### src/rtl/button_pulse_gen.sv
// button_pulse_gen: turns raw push-button levels into clean single-cycle strobes.
// Each button passes through a 2-FF synchronizer, a debounce FSM and a press/long-press
// strobe stage. Buttons are fully independent.
//
// Ports:
//   Clk       - system clock, rising edge
//   Rst       - asynchronous, active-high reset
//   btn_n     - raw button levels, active-low, asynchronous to Clk
//   fPress_n  - one-cycle active-low strobe per accepted press
//   fHold_n   - one-cycle active-low strobe after HOLD_CYCLES of continuous press
//   btn_level - debounced level, 1 while the button is considered held
module button_pulse_gen #(
  parameter int unsigned NUM_BTN         = 2,
  parameter int unsigned DEBOUNCE_CYCLES = 1_000_000,
  parameter int unsigned HOLD_CYCLES     = 50_000_000
) (
  input  logic               Clk,
  input  logic               Rst,
  input  logic [NUM_BTN-1:0] btn_n,
  output logic [NUM_BTN-1:0] fPress_n,
  output logic [NUM_BTN-1:0] fHold_n,
  output logic [NUM_BTN-1:0] btn_level
);

  localparam int unsigned CntW  = (DEBOUNCE_CYCLES > 1) ? $clog2(DEBOUNCE_CYCLES) : 1;
  localparam int unsigned HcntW = (HOLD_CYCLES > 1) ? $clog2(HOLD_CYCLES) : 1;
  localparam logic [CntW-1:0]  CntLast  = CntW'(DEBOUNCE_CYCLES - 1);
  localparam logic [HcntW-1:0] HcntLast = HcntW'(HOLD_CYCLES - 1);

  typedef enum logic [1:0] {StIdle, StPressWait, StPressed, StReleaseWait} state_e;

  // Synchronizer resets to the released level so no phantom press follows reset.
  logic [NUM_BTN-1:0] sync1_q, sync2_q;

  always_ff @(posedge Clk or posedge Rst) begin
    if (Rst) begin
      sync1_q <= '1;
      sync2_q <= '1;
    end else begin
      sync1_q <= btn_n;
      sync2_q <= sync1_q;
    end
  end

  for (genvar i = 0; i < NUM_BTN; i++) begin : g_btn
    state_e           state_q, state_d;
    logic [CntW-1:0]  cnt_q, cnt_d;
    logic [HcntW-1:0] hcnt_q, hcnt_d;
    logic             hold_done_q, hold_done_d;
    logic             press_n_q, press_n_d;
    logic             hold_n_q, hold_n_d;
    logic             level_q, level_d;
    logic             p;

    assign p = ~sync2_q[i];

    // State register
    always_ff @(posedge Clk or posedge Rst) begin
      if (Rst) begin
        state_q     <= StIdle;
        cnt_q       <= '0;
        hcnt_q      <= '0;
        hold_done_q <= 1'b0;
        press_n_q   <= 1'b1;
        hold_n_q    <= 1'b1;
        level_q     <= 1'b0;
      end else begin
        state_q     <= state_d;
        cnt_q       <= cnt_d;
        hcnt_q      <= hcnt_d;
        hold_done_q <= hold_done_d;
        press_n_q   <= press_n_d;
        hold_n_q    <= hold_n_d;
        level_q     <= level_d;
      end
    end

    // Next-state logic
    always_comb begin
      state_d     = state_q;
      cnt_d       = cnt_q;
      hcnt_d      = hcnt_q;
      hold_done_d = hold_done_q;
      unique case (state_q)
        StIdle: begin
          if (p) begin
            state_d = StPressWait;
            cnt_d   = '0;
          end
        end
        StPressWait: begin
          if (!p) begin
            state_d = StIdle;
          end else if (cnt_q == CntLast) begin
            state_d     = StPressed;
            hcnt_d      = '0;
            hold_done_d = 1'b0;
          end else begin
            cnt_d = cnt_q + CntW'(1);
          end
        end
        StPressed: begin
          if (!p) begin
            state_d = StReleaseWait;
            cnt_d   = '0;
          end else if (hcnt_q == HcntLast && !hold_done_q) begin
            hold_done_d = 1'b1;
          end else if (hcnt_q != HcntLast) begin
            hcnt_d = hcnt_q + HcntW'(1);
          end
        end
        StReleaseWait: begin
          // A bounce back to pressed keeps the hold progress.
          if (p) begin
            state_d = StPressed;
          end else if (cnt_q == CntLast) begin
            state_d = StIdle;
          end else begin
            cnt_d = cnt_q + CntW'(1);
          end
        end
        default: state_d = StIdle;
      endcase
    end

    // Output logic: next values of the registered outputs
    always_comb begin
      press_n_d = !(state_q == StPressWait && p && cnt_q == CntLast);
      hold_n_d  = !(state_q == StPressed && p && hcnt_q == HcntLast && !hold_done_q);
      level_d   = (state_d == StPressed) || (state_d == StReleaseWait);
    end

    assign fPress_n[i]  = press_n_q;
    assign fHold_n[i]   = hold_n_q;
    assign btn_level[i] = level_q;
  end

endmodule
### config.mk
export PLATFORM = sky130hd
export DESIGN_NAME = button_pulse_gen
export DESIGN_NICKNAME = d
export VERILOG_FILES = /design/src/rtl/button_pulse_gen.sv
export SDC_FILE = /design/constraint.sdc
export NUM_CORES = 1
export LEC_CHECK = 0
export ABC_AREA = 1
export ABC_CLOCK_PERIOD_IN_PS = 6000
export CAP_MARGIN = 20
export CORE_MARGIN = 2
export CORE_UTILIZATION = 25
export CTS_CLUSTER_DIAMETER = 120
export DETAILED_ROUTE_END_ITERATION = 8
export PLACE_DENSITY_LB_ADDON = 0.08
export SLEW_MARGIN = 10
export SYNTH_ARGS = -nofsm -noshare
export SYNTH_HDL_FRONTEND = slang
export SYNTH_SLANG_ARGS = --single-unit
### constraint.sdc
create_clock -name Clk -period 6 [get_ports Clk]
set_input_delay 1.2 -clock Clk [delete_from_list [all_inputs] [get_ports Clk]]
set_output_delay 1.2 -clock Clk [all_outputs]
set_load 0.02 [all_outputs]
Word-level counts from Yosys, hierarchy flattened
Index checks and enable logic that the tools add are counted.
- register bits: 108
- latch bits: 0
- memory bits (writable): 0
- memory bits (read-only): 0
- input bits: 4
- logic and storage cells: 134
- memories kept: 0
- $add $sub $neg: 4
- multipliers: 0
- divide/modulo/power cells: 0
- order comparisons: 0
- equal/unequal tests: 34
- shifts and indexed selects: 0
- mux-type cells: 48
- bitwise gates (word level): 2
- reductions and logical operators: 30
- operators by type and width (cell ; number):
    two-way mux 26 bit ; 10
    two-way mux 20 bit ; 10
    case mux 20 bit (4 select lines) ; 2
    case mux 26 bit (2 select lines) ; 2
    adder 26 x 1 -> 26 bit (second input constant) ; 2
    == test 26 bit (second input constant) ; 2
    != test 26 bit (second input constant) ; 2
    adder 20 x 1 -> 20 bit (second input constant) ; 2
    == test 20 bit (second input constant) ; 2
    != test 2 bit (second input constant) ; 17
    two-way mux 2 bit ; 12
    == test 2 bit (second input constant) ; 8
    case mux 2 bit (4 select lines) ; 2
    logical AND 1 bit ; 12
    AND reduction 6 bit ; 2
    AND reduction 5 bit ; 2
    two-way mux 1 bit ; 8
    AND reduction 4 bit ; 2
    logical NOT 1 bit ; 6
    == test 2 x 1 -> 1 bit (second input constant) ; 2
    logical NOT 2 bit ; 2
    case mux 1 bit (2 select lines) ; 2
    nonzero test 2 bit ; 2
    logical OR 1 bit ; 2
    2 further kinds ; 3

Logic depth before layout (Yosys ltp)
Gate-level depths: netlist (run 1).
- word-level depth: 6
- gate-level depth with buffers: 11
- mapped depth without buffers: 11

Worst setup path after synthesis (run 1)
OpenSTA, ideal clock, no wires.
- path kind: reg2out
- start point: register g_btn[0].hold_n_q
- end point: output port fHold_n[0]
- arrival: 0.615 ns
- required time: 4.800 ns
- slack: 4.185 ns
- cell stages (with the launch flop): 2
- buffers on the path: 1
- cell sequence: dfstp_2 -> buf_4
- RTL lines (what ; RTL line ; source):
    start: declaration ; 51 ; logic hold_n_q, hold_n_d;
    start signal: assignment ; 73 ; hold_n_q <= hold_n_d;
    end: declaration ; 21 ; output logic [NUM_BTN-1:0] fHold_n,
No word-level cell between the ends.

Final worst setup path (run 1)
- start point: register g_btn[1].state_q[0]
- end point: register g_btn[1].cnt_q[8]
- word-level cells in the longest chain between the ends: 3
- elaborated cells between the ends (all ways): 10
- those cells by class: eq/ne (7); mux (1); reduce/logical (2)
- RTL lines (what ; RTL line ; source):
    start: declaration ; 46 ; state_e state_q, state_d;
    start signal: assignment ; 60 ; state_q <= StIdle;
    start signal: assignment ; 68 ; state_q <= state_d;
    == test 2 x 1 -> 1 bit, or another cell as far along ; 84 ; unique case (state_q)
    != test 2 bit (no line) ; - ;
    AND reduction 4 bit (no line) ; - ;
    end signal: assignment ; 69 ; cnt_q <= cnt_d;
    end: declaration ; 47 ; logic [CntW-1:0] cnt_q, cnt_d;
Several ways; a longest one is shown, not always the timed one.
A chain may end at the register's enable or synchronous reset.

==> results of run 1 <==
[placed cells by master (no fill, tap or decap), drive strengths merged]
cell | synthesis | final
ha | 4 | 4
clkbuf | 5 | 9
nand4 | 17 | 17
inv | 84 | 89
o21bai | 5 | 5
buf | 22 | 3
nor3 | 13 | 13
clkdlybuf4s50 | 0 | 9
clkinv | 0 | 2
nor2 | 165 | 165
nand3b | 9 | 9
nor3b | 3 | 3
xor2 | 20 | 20
a21boi | 2 | 2
dfstp | 8 | 8
a21oi | 5 | 5
xnor2 | 11 | 11
or2 | 10 | 10
nand3 | 93 | 93
nand2 | 429 | 429
o21ai | 40 | 40
dfrtp | 98 | 98
[where the power goes]
| group | switching [uW] | internal, uW |
|---|---|---|
| Clock | 328 | 295 |
| Sequential | 11.0 | 722 |
| Combinational | 33.8 | 9.59 |
| Total | 373 | 1030 |
[final timing paths]
path / endpoint / depth (start not counted) / from / slack (ns)
worst min register to register: sync2_q[0] / 0 / sync1_q[0] / 0.36
worst min-delay path: sync2_q[0] / 0 / sync1_q[0] / 0.36
worst max register to register: g_btn[1].cnt_q[8] / 7 / g_btn[1].state_q[0] / 3.05
min in group asynchronous: g_btn[1].cnt_q[16] / 2 / Rst / 1.31
worst max-delay path: g_btn[1].cnt_q[8] / 7 / g_btn[1].state_q[0] / 3.05
max in group asynchronous: g_btn[0].hcnt_q[14] / 3 / Rst / 3.78
[per-layer routing]
layer,vias up,part of all wire
met5,-,0
met4,0,0.010
met3,12,0.015
met2,37,0.45
met1,2749,0.52
li1,3249,-
[worst reg2reg max path, cell delays in order, from the launching register on]
cell	delay, ns
dfrtp_1	0.90
nand2_1	0.19
nor3_2	0.21
nand3_1	0.13
nand2_1	0.66
inv_1	0.43
nand3b_1	0.19
o21ai_0	0.10
[stage by stage]
stage	worst slack, ns	instance area, um2	util	hold WS (ns)
2_1_floorplan	2.02	6910	-	0.345
3_3_place_gp	3.13	7270	0.269	0.345
3_5_place_dp	3.05	7270	0.269	0.348
4_1_cts	3.03	7560	0.280	0.358
5_1_grt	2.69	7560	0.280	0.361
6_report	3.05	7560	0.280	0.356
[kinds of logic (layout without fill, tap and decap cells)]
kind of cell	count (synthesis)	in the layout
AND/OR/NAND/NOR	739	739
XOR/XNOR	31	31
adder cells (fa/ha/maj)	4	4
buffers and inverters	111	112
flip-flops	106	106
AO/OA/AOI/OAI	52	52
[final cells by class]
type | instances | area, um2 | area share
repair buffers | 12 | 113 | 0.0149
clock inverters | 7 | 66.3 | 0.00877
clock buffers | 9 | 225 | 0.0298
inverters | 84 | 318 | 0.0420
multi-input cells | 826 | 3750 | 0.496
well taps | 341 | 427 | 0.0564
flip-flops and latches | 106 | 2660 | 0.352
[state kept, by name (all words and copies together), names as in the netlist]
| name | flops |
|---|---|
| sync2_q | 2 |
| g_btn.level_q | 2 |
| sync1_q | 2 |
| g_btn.cnt_q | 40 |
| g_btn.state_q | 2 |
| g_btn.hold_n_q | 2 |
| g_btn.hcnt_q | 52 |
| g_btn.press_n_q | 2 |
| g_btn.hold_done_q | 2 |
==> results.ini, run 1 <==
[finish]
final_net_count=1047
n_antenna_cell=0
area_growth_pct=9.34
fillers=3019
final_cell_count_no_fill=1385
drive_gt1_frac=0.0642

[die]
rows=60
io_pins=10
die_w_um=170
start_util=0.256
fp.coreArea_um2=27000
die_y_um=170
die_area_um2=29000

[hold_path]
hp-class=reg -> reg

[setup_path]
critical-path-top-delay-family=simple AND/OR/NAND/NOR gates
arrival_ns=3.18
worstPathRequired_ns=6.23
end_kind=register
slowest_stage=dfrtp_1
cp_cell_sequence=nand2_1, nor3_2, nand3_1, nand2_1, inv_1, nand3b_1, o21ai_0
path_class=reg -> reg
cp_num_buf_inv=1
worst_setup_path_start_kind=register
timing.critical_path.mode_cell=nand2_1
worstPathMaxFanout=29
max_stage_delay_ns=0.90

[logic_synthesis]
synth_top_family_by_area=simple AND/OR/NAND/NOR gates
synthTopCellsByCount=nand2_1, nor2_1, dfrtp_1
synthArstFlopShare=1.00
synth_area_leaders=dfrtp_1, nand2_1, nor2_1, nand3_1, inv_1
synth_top_area_share=0.355
avgSynthCellArea_um2=6.63
synth_cell_types=34
synth_area_leader_cell=dfrtp_1
syn_area_um2=6910
ys_warn_count=0
synth-simple-area-share=0.451
synth.mux.area_fraction=0
ys.flop_type=dfrtp_1
synthAdderAreaFrac=0.00724
yosysSeqAreaShare=0.385
synth.most_common_cell=nand2_1
synth_compound_area_frac=0.0445
synth-xor-area-share=0.0393
synth_seq_cells=106
synth.net_count=1051
synth_cells=1043
synth_edf_count=0

[clock_tree]
htree_levels=3
cts-root-buf=clkbuf_16
post_cts_buffers=0
insertion_delay_ns=0.37
hold_buffers=0
cts_buffers=9
clkTransAtPathRegs_ns=0.10
cts.sinks=106
clock_path_buffers=2
cts_tree=yes
cts_resized=0

[sta]
slew_violations=0
period_needed_ns=2.95
fmax_ghz=0.338
slew_headroom=0.429
fin_setup_tns_ns=0
worst_pin_slew_ns=0.854
finalSetupViolCount=0
finalHoldViolCount=0
fin_worst_skew_ns=0.0214
rsz0062_at_grt=no
post-route-period-util=0.492

[run]
cap_viol_max_count=0

[detailed_routing]
wl_mm=18.1
drt_iter0_drc=387
dr.pass1.iters=4
vias=6047
routedWlPerCell_um=13.0
viasPerCell=4.37
antenna_left=0
drc=0

[power_and_ir_drop]
p_leak_uw=0.00311
power.density_nw_per_um2=185
irDropWorstVdd_mv=0.138
finalPower_uw=1400

[place]
gp_congestion=0.774
dp.cells=1369
dp_hpwl_mm=12.9
io_buffers=9

[global_route]
use_met1=0.181
grt_antenna_before_repair=0
use_met3=0.0200
first_global_vias=6001
grt.total_usage=0.133
grt_pass1_wl_mm=30.8
grt_max_degree=58
gr-max-usage-layer=met2
grt_overflow=0
grt_use_met2=0.220

[run_status]
outcome=finished, final reports clean

(Power assumes the default switching activity.)
==> run 2, diff against run 1 <==
Settings changed: ABC_CLOCK_PERIOD_IN_PS 6000 to 2400.
Clock period 6 ns to 2.4 ns, I/O delays scaled along.
==> results.ini, run 2 (synthesis results as in run 1) <==
[run_status]
outcome=finished, final reports clean

[place]
pre_cts_slack_ns=0.334  ; -2.72 ns
placed_area_um2=7430  ; +2.2%
gp_congestion=0.779  ; +0.67%
io_buffers=9  ; unchanged
dp_hpwl_mm=13.3  ; +3.4%
dp.cells=1382  ; +0.95%

[finish]
final_cell_count_no_fill=1398  ; +0.94%
largest_reg_flops=52  ; unchanged
layout_commonest_cell=nand2_1
area_growth_pct=12.5
final_net_count=1060  ; +1.2%
drive_gt1_frac=0.0757  ; +0.0115
fin_area_um2=7780  ; +2.9%
top_register=g_btn.hcnt_q
fillers=2996  ; -0.76%
final_cell_mix=nand2_1, nor2_1, dfrtp_1
largestRegisters=g_btn.hcnt_q x52, g_btn.cnt_q x40
n_antenna_cell=0  ; unchanged

[clock_tree]
cts-root-buf=clkbuf_16
clock_path_buffers=2  ; unchanged
cts.sinks=106  ; unchanged
cts_resized=0  ; unchanged
cts_buffers=9  ; unchanged
insertion_delay_ns=0.36  ; about the same
htree_levels=3  ; unchanged
clkTransAtPathRegs_ns=0.08  ; -0.02 ns
hold_buffers=0  ; unchanged
post_cts_buffers=0  ; unchanged
cts_tree=yes

[global_route]
grt_max_degree=28  ; -52%
grt_overflow=0  ; unchanged
grt_antenna_before_repair=0  ; unchanged
first_global_vias=6120  ; +2.0%
grt_pass1_wl_mm=31.4  ; +1.9%
grt.total_usage=0.135  ; +0.00232

[sta]
post-route-period-util=0.853  ; +0.360
finalSetupViolCount=0  ; unchanged
worst_pin_slew_ns=0.532  ; -0.322 ns
slew_violations=0  ; unchanged
fmax_ghz=0.489  ; +44%
rsz0062_at_grt=no
fin_ws_ns=0.354  ; -2.69 ns
fin_worst_skew_ns=0.0120  ; -0.00940 ns
fin_setup_tns_ns=0  ; unchanged
slew_headroom=0.642  ; +0.213
finalHoldViolCount=0  ; unchanged
period_needed_ns=2.05  ; -0.908 ns

[die]
die_y_um=170  ; unchanged
die_w_um=170  ; unchanged
start_util=0.256  ; unchanged
fp.coreArea_um2=27000  ; unchanged
io_pins=10  ; unchanged
die_area_um2=29000  ; unchanged
rows=60  ; unchanged

[setup_path]
worst_setup_path_start_kind=register
worstPathMaxFanout=26  ; -10%
arrival_ns=2.34  ; -0.84 ns
worstPathRequired_ns=2.69  ; -3.54 ns
path_class=reg -> reg
end_kind=register

[power_and_ir_drop]
p_sw_uw=883  ; +140%
pwr-share-clk=0.478  ; +0.033
p_sw_frac=0.235  ; -0.0317
irDropWorstVdd_mv=0.281  ; +100%
combPwrFrac=0.037  ; +0.006
p_leak_uw=0.00321  ; +3.4%
power.density_nw_per_um2=484  ; +160%
internal_power_uw=2880  ; +180%
finalPower_uw=3760  ; +170%
pwr-share-seq=0.485  ; -0.039

[run]
cap_viol_max_count=0  ; unchanged

[hold_path]
hp-class=reg -> reg

[detailed_routing]
viasPerCell=4.37  ; +0.18%
wl_mm=18.2  ; +0.63%
vias=6115  ; +1.1%
dr.pass1.iters=4  ; unchanged
drc=0  ; unchanged
drt_iter0_drc=322  ; -17%
routedWlPerCell_um=13.0  ; -0.31%
antenna_left=0  ; unchanged

## run 2: cell types whose count changed in the layout (fill, tap and decap cells not counted), sizes merged
cell	change
buf	+13
bufinv	+3
clkinv	-1
clkinvlp	+2
inv	-4
## run 2: power by group through the flow
stage | logic, uW | clock network, uW | registers (uW)
floorplan | 88.6 | 0 | 1850
global placement | 147 | 0 | 1860
detailed placement | 145 | 0 | 1860
CTS | 146 | 1890 | 1830
global route | 160 | 1950 | 1830
finish | 138 | 1800 | 1830
## run 2: final cells by class
cell class                      instances  area (um2)  area share
Clock inverter                          7         124      0.0159
Sequential cell                       106        2660       0.342
Timing Repair Buffer                   25         273      0.0351
Inverter                               84         319      0.0410
Multi-Input combinational cell        826        3750       0.482
Tap cell                              341         427      0.0548
Clock buffer                            9         225      0.0290
## run 2: metrics by stage
step,util,hold WS [ns]
detailed placement,0.275,0.347
finish,0.288,0.359
global placement,0.275,0.346
global route,0.288,0.365
CTS,0.288,0.360
floorplan,-,0.345
## run 2: worst max-delay path: stages (launching register included)
cell	delay, ns
dfrtp_1	0.40
ha_1	0.31
nand3_1	0.20
nor2_2	0.19
nand3_2	0.10
nor2_4	0.20
inv_2	0.14
nand2_4	0.28
nand2_1	0.09
nand2_1	0.07
## run 2: final timing paths
kind | start | slack, ns | to | cells past startpoint
max | g_btn[0].hcnt_q[1] | 0.35 | g_btn[0].hcnt_q[18] | 9
min | sync1_q[1] | 0.36 | sync2_q[1] | 0
max reg2reg | g_btn[0].hcnt_q[1] | 0.35 | g_btn[0].hcnt_q[18] | 9
min reg2reg | sync1_q[1] | 0.36 | sync2_q[1] | 0
max in group asynchronous | Rst | 1.30 | g_btn[1].press_n_q | 3
min in group asynchronous | Rst | 0.48 | g_btn[0].cnt_q[5] | 2
## run 2: per-layer routing
metal / vias to the layer above / global-route usage / share of wire
met4: 0 / 0.0279 / 0.0092
met2: 37 / 0.226 / 0.46
met1: 2794 / 0.182 / 0.51
met3: 9 / 0.0251 / 0.020
li1: 3275 / - / -
met5: - / 0 / 0
